==> src/rtl/up_loader_if.sv <==
// up_loader_if: write port from the serial boot loader into the core's
// 256-byte program memory.
//   mem_addr : byte address of the current write
//   mem_data : byte being written
//   mem_we   : one-cycle write strobe; addr/data hold between strobes
// The loader drives the port through the master modport and the memory
// (or a bench model) observes it through the slave modport.
interface up_loader_if;
    logic [7:0] mem_addr;
    logic [7:0] mem_data;
    logic       mem_we;

    modport master (output mem_addr, output mem_data, output mem_we);
    modport slave  (input  mem_addr, input  mem_data, input  mem_we);
endinterface

==> src/rtl/up_loader.sv <==
// up_loader: serial boot loader sitting in front of the microprocessor core.
// It receives an 8N1 UART image made of a length byte N (0 meaning 256)
// followed by N data bytes. It writes the data bytes to consecutive memory
// addresses starting at BASE_ADDR, wrapping modulo 256. The core is held in
// reset until the last byte has been written, after which core_nRst and
// done stay high until the next nRst.
//   clk       : single rising-edge clock
//   nRst      : asynchronous active-low reset
//   rx        : UART line, idle high, asynchronous to clk
//   mem       : memory write port (mem_addr, mem_data, mem_we)
//   core_nRst : reset to the core, low while loading
//   done      : sticky, image complete
//   frame_err : sticky, a stop bit was sampled low while loading
module up_loader #(
    parameter int         CLKS_PER_BIT = 16,
    parameter logic [7:0] BASE_ADDR    = 8'h00
) (
    input  logic        clk,
    input  logic        nRst,
    input  logic        rx,
    up_loader_if.master mem,
    output logic        core_nRst,
    output logic        done,
    output logic        frame_err
);

    typedef enum logic [1:0] {R_IDLE, R_START, R_DATA, R_STOP} r_state_t;
    typedef enum logic [1:0] {L_LEN, L_DATA, L_DONE} l_state_t;

    // Terminal counts of the bit-period counter: half a bit for the start
    // bit, so that later samples land in the middle of each bit.
    localparam logic [7:0] BIT_LAST  = 8'(CLKS_PER_BIT - 1);
    localparam logic [7:0] HALF_LAST = 8'(CLKS_PER_BIT / 2 - 1);

    logic       rx_meta_q, rx_s_q;
    r_state_t   r_state_q, r_state_d;
    logic [7:0] clk_cnt_q, clk_cnt_d;
    logic [2:0] bit_idx_q, bit_idx_d;
    logic [7:0] rx_byte_q, rx_byte_d;
    logic       byte_vld, stop_err;

    l_state_t   l_state_q, l_state_d;
    logic [8:0] count_q, count_d;
    logic [7:0] addr_q, addr_d;
    logic [7:0] mem_addr_q, mem_addr_d;
    logic [7:0] mem_data_q, mem_data_d;
    logic       mem_we_q, mem_we_d;
    logic       core_nrst_q, core_nrst_d;
    logic       done_q, done_d;
    logic       frame_err_q, frame_err_d;
    logic       loading;

    // Once the image is complete the receiver output is ignored entirely,
    // so neither writes nor framing errors can happen after done.
    assign loading = (l_state_q != L_DONE);

    // UART receiver: byte_vld and stop_err are single-cycle pulses in the
    // cycle the stop bit is sampled. A start bit that is high again at its
    // midpoint is a glitch and is dropped silently.
    always_comb begin
        r_state_d = r_state_q;
        clk_cnt_d = clk_cnt_q;
        bit_idx_d = bit_idx_q;
        rx_byte_d = rx_byte_q;
        byte_vld  = 1'b0;
        stop_err  = 1'b0;
        case (r_state_q)
            R_IDLE: begin
                if (!rx_s_q) begin
                    r_state_d = R_START;
                    clk_cnt_d = 8'd0;
                    bit_idx_d = 3'd0;
                end
            end
            R_START: begin
                if (clk_cnt_q == HALF_LAST) begin
                    clk_cnt_d = 8'd0;
                    r_state_d = rx_s_q ? R_IDLE : R_DATA;
                end else begin
                    clk_cnt_d = clk_cnt_q + 8'd1;
                end
            end
            R_DATA: begin
                if (clk_cnt_q == BIT_LAST) begin
                    clk_cnt_d = 8'd0;
                    rx_byte_d = {rx_s_q, rx_byte_q[7:1]};
                    bit_idx_d = bit_idx_q + 3'd1;
                    if (bit_idx_q == 3'd7) begin
                        r_state_d = R_STOP;
                    end
                end else begin
                    clk_cnt_d = clk_cnt_q + 8'd1;
                end
            end
            R_STOP: begin
                if (clk_cnt_q == BIT_LAST) begin
                    clk_cnt_d = 8'd0;
                    r_state_d = R_IDLE;
                    byte_vld  = rx_s_q & loading;
                    stop_err  = ~rx_s_q & loading;
                end else begin
                    clk_cnt_d = clk_cnt_q + 8'd1;
                end
            end
            default: r_state_d = R_IDLE;
        endcase
    end

    // Loader: the first good byte is the length, the rest are written out.
    // A byte lost to a framing error never reaches this logic, so it costs
    // neither count nor address. done/core_nRst are registered off the
    // L_DONE state, which puts their rise one cycle after the last mem_we.
    always_comb begin
        l_state_d   = l_state_q;
        count_d     = count_q;
        addr_d      = addr_q;
        mem_addr_d  = mem_addr_q;
        mem_data_d  = mem_data_q;
        mem_we_d    = 1'b0;
        frame_err_d = frame_err_q | stop_err;
        core_nrst_d = (l_state_q == L_DONE);
        done_d      = (l_state_q == L_DONE);
        case (l_state_q)
            L_LEN: begin
                if (byte_vld) begin
                    count_d   = (rx_byte_q == 8'd0) ? 9'd256 : {1'b0, rx_byte_q};
                    addr_d    = BASE_ADDR;
                    l_state_d = L_DATA;
                end
            end
            L_DATA: begin
                if (byte_vld) begin
                    mem_we_d   = 1'b1;
                    mem_data_d = rx_byte_q;
                    mem_addr_d = addr_q;
                    addr_d     = addr_q + 8'd1;
                    count_d    = count_q - 9'd1;
                    if (count_q == 9'd1) begin
                        l_state_d = L_DONE;
                    end
                end
            end
            L_DONE: l_state_d = L_DONE;
            default: l_state_d = L_LEN;
        endcase
    end

    // All state, including the two-flop rx synchroniser (reset to idle-high).
    always_ff @(posedge clk or negedge nRst) begin
        if (!nRst) begin
            rx_meta_q   <= 1'b1;
            rx_s_q      <= 1'b1;
            r_state_q   <= R_IDLE;
            clk_cnt_q   <= 8'd0;
            bit_idx_q   <= 3'd0;
            rx_byte_q   <= 8'd0;
            l_state_q   <= L_LEN;
            count_q     <= 9'd0;
            addr_q      <= BASE_ADDR;
            mem_addr_q  <= BASE_ADDR;
            mem_data_q  <= 8'd0;
            mem_we_q    <= 1'b0;
            core_nrst_q <= 1'b0;
            done_q      <= 1'b0;
            frame_err_q <= 1'b0;
        end else begin
            rx_meta_q   <= rx;
            rx_s_q      <= rx_meta_q;
            r_state_q   <= r_state_d;
            clk_cnt_q   <= clk_cnt_d;
            bit_idx_q   <= bit_idx_d;
            rx_byte_q   <= rx_byte_d;
            l_state_q   <= l_state_d;
            count_q     <= count_d;
            addr_q      <= addr_d;
            mem_addr_q  <= mem_addr_d;
            mem_data_q  <= mem_data_d;
            mem_we_q    <= mem_we_d;
            core_nrst_q <= core_nrst_d;
            done_q      <= done_d;
            frame_err_q <= frame_err_d;
        end
    end

    assign mem.mem_addr = mem_addr_q;
    assign mem.mem_data = mem_data_q;
    assign mem.mem_we   = mem_we_q;
    assign core_nRst    = core_nrst_q;
    assign done         = done_q;
    assign frame_err    = frame_err_q;

endmodule

==> src/flat_wrapper.sv <==
// flat-port wrapper written by rule: the top's interface ports become plain ports
module up_loader_flat 
#(
    parameter int         CLKS_PER_BIT = 16,
    parameter logic [7:0] BASE_ADDR    = 8'h00
)
  (clk, nRst, rx, core_nRst, done, frame_err, mem_mem_addr, mem_mem_data, mem_mem_we);
  up_loader_if mem_i ();
  input  logic clk;
  input  logic nRst;
  input  logic rx;
  output logic core_nRst;
  output logic done;
  output logic frame_err;
  output wire logic [$bits(mem_i.mem_addr)-1:0] mem_mem_addr;
  output wire logic [$bits(mem_i.mem_data)-1:0] mem_mem_data;
  output wire logic [$bits(mem_i.mem_we)-1:0] mem_mem_we;
  assign mem_mem_addr = mem_i.mem_addr;
  assign mem_mem_data = mem_i.mem_data;
  assign mem_mem_we = mem_i.mem_we;
  up_loader #(.CLKS_PER_BIT(CLKS_PER_BIT), .BASE_ADDR(BASE_ADDR)) u_core (.clk(clk), .nRst(nRst), .rx(rx), .mem(mem_i), .core_nRst(core_nRst), .done(done), .frame_err(frame_err));
endmodule
==> config.mk <==
export PLATFORM = sky130hd
export DESIGN_NAME = up_loader_flat
export DESIGN_NICKNAME = d
export VERILOG_FILES = /design/src/rtl/up_loader_if.sv /design/src/rtl/up_loader.sv /design/src/flat_wrapper.sv
export SDC_FILE = /design/constraint.sdc
export NUM_CORES = 1
export LEC_CHECK = 0
export BUFFER_PORTS_ARGS = -buffer_cell sky130_fd_sc_hd__buf_2
export CORE_UTILIZATION = 54
export CTS_BUF_LIST = sky130_fd_sc_hd__clkbuf_16
export DETAILED_ROUTE_END_ITERATION = 8
export PLACE_DENSITY_LB_ADDON = 0.2
export SKIP_LAST_GASP = 1
export SLEW_MARGIN = 20
export SYNTH_ARGS = -nofsm -noshare
export SYNTH_HDL_FRONTEND = slang
export SYNTH_SLANG_ARGS = --single-unit
==> constraint.sdc <==
create_clock -name clk -period 2.1 [get_ports clk]
set_input_delay 0.105 -clock clk [delete_from_list [all_inputs] [get_ports clk]]
set_output_delay 0.105 -clock clk [all_outputs]
set_load 0.01 [all_outputs]
[After elaboration in Yosys (flattened, before gate mapping)]
Index checks and enable logic that the tools add are counted.
Operators by class
  muxes and demuxes: 31
  reductions and logical operators: 12
  eq/ne operators: 18
  bitwise logic cells: 4
  add/subtract/negate cells: 4
Operators with widths (count)
  two-way mux 8 bit: 5
  two-way mux 9 bit: 3
  case mux 8 bit (3 select lines): 1
  two-way mux 2 bit: 9
  case mux 9 bit (2 select lines): 1
  adder 8 x 1 -> 8 bit (second input constant): 2
  case mux 8 bit (2 select lines): 1
  inequality test 2 x 1 -> 1 bit (second input constant): 7
  equality test 9 x 1 -> 1 bit (second input constant): 1
  AND reduction 3 bit: 3
  subtractor 9 x 1 -> 9 bit (second input constant): 1
  equality test 8 x 3 -> 1 bit (second input constant): 1
  equality test 8 x 4 -> 1 bit (second input constant): 1
  zero test 8 bit: 1
  case mux 2 bit (4 select lines): 1
  equality test 2 bit (second input constant): 3
  two-way mux 1 bit: 6
  two-way mux 3 bit: 2
  case mux 2 bit (3 select lines): 1
  case mux 3 bit (2 select lines): 1
  AND reduction 5 bit: 1
  equality test 2 x 1 -> 1 bit (second input constant): 2
  zero test 2 bit: 2
  inequality test 2 bit (second input constant): 2
  8 further kinds: 11
Storage, ports and cells
  word-level logic and storage cells: 83
  register bits after elaboration: 61
  input port bits: 3
  output and inout bits: 20

[Depth between registers and ports, before layout]
Gate-level depths: netlist of the first run.
  depth in word-level cells: 6
  gate-level depth with buffers: 9
  depth with buffers taken out: 6

[Worst setup path before layout of the first run]
Ideal clock, no wire load.
  kind: reg2reg
  start point: register u_core.clk_cnt_q[5]
  end point: register u_core.count_q[8]
  required time: 1.975 ns
  arrival: 2.065 ns
  stages on the path, launching flop included: 8
  clock period less this slack: 2.189 ns
  slack: -0.089 ns
  cells stage by stage: dfrtp_1 > or4_1 > buf_6 > or4_4 > buf_6 > buf_6 > a32oi_1 > nand2_1
On the way
  cells in the longest elaborated chain, start to end: 5
  elaborated cells between the ends (all ways): 6
  those cells by class: eq/ne: 3; mux: 2; reduce/logical: 1
Ends and longest elaborated chain
  start: declaration: line up_loader.sv:37  | logic [7:0] clk_cnt_q, clk_cnt_d;
  start signal: assignment: line up_loader.sv:170  | clk_cnt_q <= clk_cnt_d;
  equality test 8 x 4 -> 1 bit (*): line up_loader.sv:96  | if (clk_cnt_q == BIT_LAST) begin
  two-way mux 1 bit (*): line up_loader.sv:96
  two-way mux 1 bit (*): line up_loader.sv:67  | case (r_state_q)
  inequality test 2 x 1 -> 1 bit (no line)
  AND reduction 3 bit (no line) (*)
  end signal: assignment: line up_loader.sv:174  | count_q <= count_d;
  end: declaration: line up_loader.sv:43  | logic [8:0] count_q, count_d;
Mark *: on every way between the ends. The rest lies on a longest branch, timed or not.
A chain may end at the register's enable or synchronous reset.

[Worst setup path in the final report of the first run]
  start point: register u_core.clk_cnt_q[7]
  end point: register u_core.count_q[6]
The elaborated chain is that of the path after synthesis.

==> flow_metrics.env, run 1 <==
export IMPL_cp_endpoint="u_core.count_q[6]"
export IMPL_synth_commonest_cells="sky130_fd_sc_hd__dfrtp_1 (59), sky130_fd_sc_hd__nand2_1 (29), sky130_fd_sc_hd__mux2_2 (26)"
export IMPL_dr_total_vias=2317
export IMPL_vdd_ir_drop_max_mv=0.549
export IMPL_floorplan_io_pins=23
export IMPL_tritoncts_buffers=9
export IMPL_syn_cell_area_um2=3000
export IMPL_power_leakage_nw=1.85
export IMPL_initial_antenna_violation_count=0
export IMPL_critical_path_max_fanout=10
export IMPL_grt_start_max_net_pins=62
export IMPL_cells_taking_the_most_area_after_synthesis="sky130_fd_sc_hd__dfrtp_1 (49%), sky130_fd_sc_hd__mux2_2 (9.8%), sky130_fd_sc_hd__ha_1 (4.2%)"
export IMPL_status="completed"
export IMPL_hold_violations=0
export IMPL_post_synth_top_count_cell="sky130_fd_sc_hd__dfrtp_1"
export IMPL_globalplace_congestion=0.817
export IMPL_power_density_nw_per_um2=943
export IMPL_start_util_pct=57.2
export IMPL_design_final_nets=332
export IMPL_worst_setup_end_kind="flip-flop"
export IMPL_grt_first_pass_wirelength_um=10400
export IMPL_synthesis_stage_register_bit_count=61
export IMPL_layout_drive_gt1_share_pct=27.5
export IMPL_synthFlopType="sky130_fd_sc_hd__dfrtp_1"
export IMPL_die_area_um2=5850
export IMPL_root_buffer="sky130_fd_sc_hd__clkbuf_16"
export IMPL_report_final_setup_viol=0
export IMPL_die_height_um=76.5
export IMPL_postSynthAreaPerCell_um2=10.9
export IMPL_drv_cap=0
export IMPL_worst_slew_pin_transition_ns=0.546
export IMPL_synth_net_count=288
export IMPL_routed_via_density=5.88
export IMPL_crit_top_cell="sky130_fd_sc_hd__buf_4"
export IMPL_synth_largest_type_area_fraction_pct=49.3
export IMPL_cp_required_ns=2.34
export IMPL_crit_path_cell_trace="or4_1 -> buf_4 -> nor4_2 -> buf_4 -> nor2_1 -> a211oi_1"
export IMPL_critPathArrivalTime_ns=2.27
export IMPL_cts_path_max_buffers=2
export IMPL_hold_class="in -> async"
export IMPL_worst_skew_pair_later_pin_latency_ns=0.33
export IMPL_synth_unique_cells=49
export IMPL_crit_path_start_kind="flip-flop"
export IMPL_fin_worst_hold_slack_ns=0.328
export IMPL_first_global_vias=2149
export IMPL_synthesis_instances=275
export IMPL_synth_top_area_cell="sky130_fd_sc_hd__dfrtp_1"
export IMPL_die_w_um=76.5
export IMPL_average_wire_length_per_cell_after_detail_routing_um=15.6
export IMPL_clock_tree_htree_level_count=3
export IMPL_total_overflow_reported_by_the_global_router=0
export IMPL_antenna_cells_inserted=0
export IMPL_grt_total_usage_pct=23.2
export IMPL_synth_async_sr_flop_share_pct=100
export IMPL_post_cts_setup_repair_buffer_count=0
export IMPL_reg2regPathDepth=6
export IMPL_yosysSeqAreaShare_pct=51.0
export IMPL_rr_endpoint="u_core.count_q[6]"
export IMPL_critPathKind="reg -> reg"
export IMPL_first_pass_iters=5
export IMPL_fin_util_pct=69.1
export IMPL_synth_edff_count=0
export IMPL_timing_fmax_mhz=494
export IMPL_slowest_stage="sky130_fd_sc_hd__or4_1"
export IMPL_placed_area_um2=3310
export IMPL_row_count=26
export IMPL_totalPowerFinal_w=0.00341
export IMPL_finalClockSkew_ns=0.0111
export IMPL_dp_hpwl_um=3920
export IMPL_critical_path_reg2reg_startpoint="u_core.clk_cnt_q[7]"
export IMPL_clock_sink_count=61
export IMPL_finalWorstPathRequiredPeriod_ns=2.02
export IMPL_timing_max_transition_violations_final=0
export IMPL_drt_iter0_drc=175
export IMPL_critPathLaunch="u_core.clk_cnt_q[7]"
export IMPL_crit_path_max_incr_delay_ns=0.59
export IMPL_post_route_drc_count=0
export IMPL_syn2layout_area_growth_pct=20.7
export IMPL_stdcell_area_um2=3620
export IMPL_tritoncts="yes"
export IMPL_core_area_um2=5240
export IMPL_finalWirelength_um=6170
export IMPL_layout_worst_path_cycle_share_pct=96.4
export IMPL_antenna_viol_nets_final=0
export IMPL_worst_r2r_setup_slack_ns=0.08
export IMPL_clkTransAtPathRegs_ns=0.06
export IMPL_ys_warn_count=0
export IMPL_place_port_buffers=22
export IMPL_slew_headroom_pct=63.3
## power by group
part           leakage, nW  switching [W]  internal, W  total [W]
clock                0.149       0.000489     0.000891    0.00138
combinational        0.867       0.000384     0.000290   0.000674
sequential           0.833      0.0000920      0.00127    0.00136
## cells in the final DEF (no fill, tap or decap), types with 4 or more instances in the layout
cell type	n
sky130_fd_sc_hd__a21oi_1	6
sky130_fd_sc_hd__a31oi_1	6
sky130_fd_sc_hd__a32oi_1	4
sky130_fd_sc_hd__and3_1	4
sky130_fd_sc_hd__buf_2	22
sky130_fd_sc_hd__buf_4	19
sky130_fd_sc_hd__clkbuf_16	9
sky130_fd_sc_hd__dfrtp_1	59
sky130_fd_sc_hd__ha_1	10
sky130_fd_sc_hd__inv_1	11
sky130_fd_sc_hd__mux2_2	26
sky130_fd_sc_hd__nand2_1	29
sky130_fd_sc_hd__nand3_1	12
sky130_fd_sc_hd__nor2_1	15
sky130_fd_sc_hd__nor3_1	7
sky130_fd_sc_hd__nor4_1	4
sky130_fd_sc_hd__o21ai_0	17
## critical path, delay by kind of cell, from the launching register on
family          cells  cell delay [ns]
compound gates      1             0.20
flops               1             0.38
simple gates        3             0.95
buf+inv             2             0.42
## per-stage QoR
| step | worst slack (ns) | instances | setup TNS, ns |
|---|---|---|---|
| floorplan | 0.0361 | 275 | 0 |
| global placement | 0.109 | 376 | 0 |
| detailed placement | 0.0852 | 376 | 0 |
| CTS | 0.0504 | 394 | 0 |
| global route | -0.0427 | 394 | -0.0716 |
| finish | 0.0755 | 394 | 0 |
## kinds of logic (layout without fill, tap and decap cells)
| group | count (synthesis) | after routing | share of synthesized area (%) |
|---|---|---|---|
| xor+xnor | 2 | 2 | 0.585 |
| buf+inv | 20 | 69 | 3.38 |
| mux | 29 | 29 | 10.8 |
| flops | 61 | 61 | 51.0 |
| compound gates | 59 | 59 | 13.7 |
| fa+ha+maj | 10 | 10 | 4.18 |
| simple gates | 94 | 94 | 16.4 |
## how the worst min path moves through the flow
stage,from,end,slack [ns]
6_report,nRst,u_core.addr_q[0],0.33
3_5_place_dp,nRst,u_core.core_nRst,0.14
2_1_floorplan,nRst,async pin,-0.19
5_1_grt,u_core.rx_meta_q,u_core.rx_s_q,0.36
3_3_place_gp,nRst,u_core.clk_cnt_q[7],0.14
4_1_cts,nRst,u_core.count_q[8],0.34
## sequential cells by signal, summed over array words and instances (netlist names), 2 cells and up, named ones only
name / flops
u_core.addr_q: 8
u_core.rx_byte_q: 8
u_core.mem.mem_data: 8
u_core.l_state_q: 2
u_core.mem.mem_addr: 8
u_core.bit_idx_q: 3
u_core.clk_cnt_q: 8
u_core.count_q: 9
## final cells by class
type / count / area, um2
tap: 70 / 87.6
sequential: 61 / 1530
clock inverter: 7 / 52.6
multi-input combinational: 194 / 1380
timing repair buffer: 45 / 313
fill: 397 / 1620
inverter: 8 / 30.0
clock buffer: 9 / 225
## what timing repair did
action                                  in CTS  in global routing
gates resized for setup                      0                  2
endpoints found under the setup margin       0                 11
hold buffers                                 2                  0
hold endpoints to repair                    60                  0
## metal layers
layer	vias up	global-route usage, %	routed length, um
met1	1136	31.8	2880
met5	-	0	0
met3	13	4.79	241
met2	56	34.9	2910
met4	0	11.9	131
li1	1112	-	-
No activity file was read; power rests on OpenSTA's default activity.
==> inputs of run 2 (changes only) <==
==> constraint.sdc (replaced) <==
create_clock -name clk -period 2.1 [get_ports clk]
set_input_delay 0.21 -clock clk [delete_from_list [all_inputs] [get_ports clk]]
set_output_delay 0.21 -clock clk [all_outputs]
set_load 0.01 [all_outputs]
==> flow_metrics.env, run 2 (synthesis results as in run 1) <==
export IMPL_mostFrequentLayoutCell="sky130_fd_sc_hd__dfrtp_1"
export IMPL_clkTransAtPathRegs_ns=0.05
export IMPL_antenna_viol_nets_final=0
export IMPL_grt_total_usage_pct=23.2
export IMPL_hold_violations=0
export IMPL_final_cell_mix="sky130_fd_sc_hd__dfrtp_1 (59), sky130_fd_sc_hd__nand2_1 (29), sky130_fd_sc_hd__mux2_2 (26)"
export IMPL_placed_cells=377
export IMPL_power_switching_w=0.000981
export IMPL_critPathKind="reg -> reg"
export IMPL_clkPwrFrac_pct=42.2
export IMPL_grt_setup_unrepaired="yes"
export IMPL_drv_cap=0
export IMPL_vdd_ir_drop_max_mv=0.584
export IMPL_cp_required_ns=2.33
export IMPL_die_height_um=76.5
export IMPL_initial_antenna_violation_count=0
export IMPL_tritoncts="yes"
export IMPL_design_final_nets=334
export IMPL_place_port_buffers=22
export IMPL_die_area_um2=5850
export IMPL_floorplan_io_pins=23
export IMPL_finalClockSkew_ns=0.00425
export IMPL_cts_path_max_buffers=2
export IMPL_power_leakage_nw=1.87
export IMPL_fin_util_pct=70.1
export IMPL_timing_fmax_mhz=498
export IMPL_crit_path_cell_trace="or4_1 -> buf_4 -> nor4_4 -> buf_4 -> a41oi_1 -> a31oi_1"
export IMPL_setup_slack_ns=0.0926
export IMPL_crit_top_cell="sky130_fd_sc_hd__buf_4"
export IMPL_layout_drive_gt1_share_pct=28.8
export IMPL_clock_sink_count=61
export IMPL_fin_worst_hold_slack_ns=0.362
export IMPL_hold_class="reg -> reg"
export IMPL_finalWirelength_um=6240
export IMPL_slew_headroom_pct=67.2
export IMPL_dr_total_vias=2352
export IMPL_core_area_um2=5240
export IMPL_power_density_nw_per_um2=970
export IMPL_average_wire_length_per_cell_after_detail_routing_um=15.8
export IMPL_totalPowerFinal_w=0.00356
export IMPL_dp_hpwl_um=4050
export IMPL_clock_tree_htree_level_count=3
export IMPL_drt_iter0_drc=169
export IMPL_pwr_share_comb_pct=19.6
export IMPL_layout_worst_path_cycle_share_pct=95.6
export IMPL_grt_start_max_net_pins=28
export IMPL_row_count=26
export IMPL_report_final_setup_viol=0
export IMPL_root_buffer="sky130_fd_sc_hd__clkbuf_16"
export IMPL_crit_path_start_kind="flip-flop"
export IMPL_max_ffs_per_register=9
export IMPL_routed_via_density=5.94
export IMPL_antenna_cells_inserted=0
export IMPL_worst_skew_pair_later_pin_latency_ns=0.32
export IMPL_start_util_pct=57.2
export IMPL_first_pass_iters=4
export IMPL_first_global_vias=2339
export IMPL_grt_first_pass_wirelength_um=10600
export IMPL_post_route_drc_count=0
export IMPL_globalplace_congestion=0.808
export IMPL_worst_slew_pin_transition_ns=0.492
export IMPL_finalWorstPathRequiredPeriod_ns=2.01
export IMPL_slowest_stage="sky130_fd_sc_hd__or4_1"
export IMPL_critical_path_max_fanout=6
export IMPL_worst_setup_end_kind="flip-flop"
export IMPL_seq_power_share_pct=38.2
export IMPL_status="completed"
export IMPL_die_w_um=76.5
export IMPL_p_int_w=0.00258
export IMPL_crit_path_max_incr_delay_ns=0.59
export IMPL_max_flop_register="u_core.count_q"
export IMPL_layoutNonFillerInstCount=396
export IMPL_syn2layout_area_growth_pct=22.5
export IMPL_critPathArrivalTime_ns=2.24
export IMPL_netSwitchingFraction_pct=27.5
export IMPL_total_overflow_reported_by_the_global_router=0
export IMPL_tritoncts_buffers=9
export IMPL_detailedPlace_worstSlack_ns=0.0737
export IMPL_timing_max_transition_violations_final=0
run 2: routing by layer:
layer	track usage, %	up-vias	routed length (um)
met5	0	-	0
met4	12.5	0	144
met3	3.95	16	170
met2	37.4	46	2870
met1	30.0	1169	3050
li1	-	1121	-
run 2: layout make-up:
type | count | area [um2]
fill | 397 | 1570
multi-input combinational | 194 | 1390
clock buffer | 9 | 225
inverter | 8 | 30.0
clock inverter | 7 | 81.3
tap | 70 | 87.6
timing repair buffer | 47 | 328
sequential | 61 | 1530
run 2: worst paths after layout:
kind | start | end | slack (ns) | cells past startpoint
max | u_core.clk_cnt_q[7] | u_core.addr_q[5] | 0.09 | 6
min | u_core.rx_meta_q | u_core.rx_s_q | 0.36 | 0
max reg2reg | u_core.clk_cnt_q[7] | u_core.addr_q[5] | 0.09 | 6
min reg2reg | u_core.rx_meta_q | u_core.rx_s_q | 0.36 | 0
max in group asynchronous | nRst | u_core.rx_s_q | 1.05 | 3
min in group asynchronous | nRst | u_core.clk_cnt_q[6] | 0.39 | 2
run 2: power groups by stage:
| stage | clock network, W | logic [W] | registers (W) |
|---|---|---|---|
| 3_3_place_gp | 0 | 0.000645 | 0.00137 |
| 3_5_place_dp | 0 | 0.000673 | 0.00137 |
| 2_1_floorplan | 0 | 0.000468 | 0.00134 |
| 4_1_cts | 0.00153 | 0.000683 | 0.00136 |
| 6_report | 0.00150 | 0.000700 | 0.00136 |
| 5_1_grt | 0.00157 | 0.000794 | 0.00137 |
run 2: critical path, delay by kind of cell (launching register included):
| family | cells | cell delay, ns |
|---|---|---|
| DFF | 1 | 0.38 |
| AOI/OAI and AO/OA | 2 | 0.33 |
| buffers and inverters | 2 | 0.38 |
| and+or+nand+nor | 2 | 0.84 |
run 2: timing repair:
action | in CTS | in global routing
setup endpoints to repair | 0 | 13
hold endpoints to repair | 19 | 0
gates resized for setup | 0 | 3
buffers inserted | 0 | 1
hold buffers | 2 | 0
run 2: metrics by stage:
stage,instance area [um2],TNS (ns)
after CTS,3640,0
after floorplan,3000,0
final,3670,0
after global routing,3670,-0.00105
after detailed placement,3310,0
after global placement,3310,0
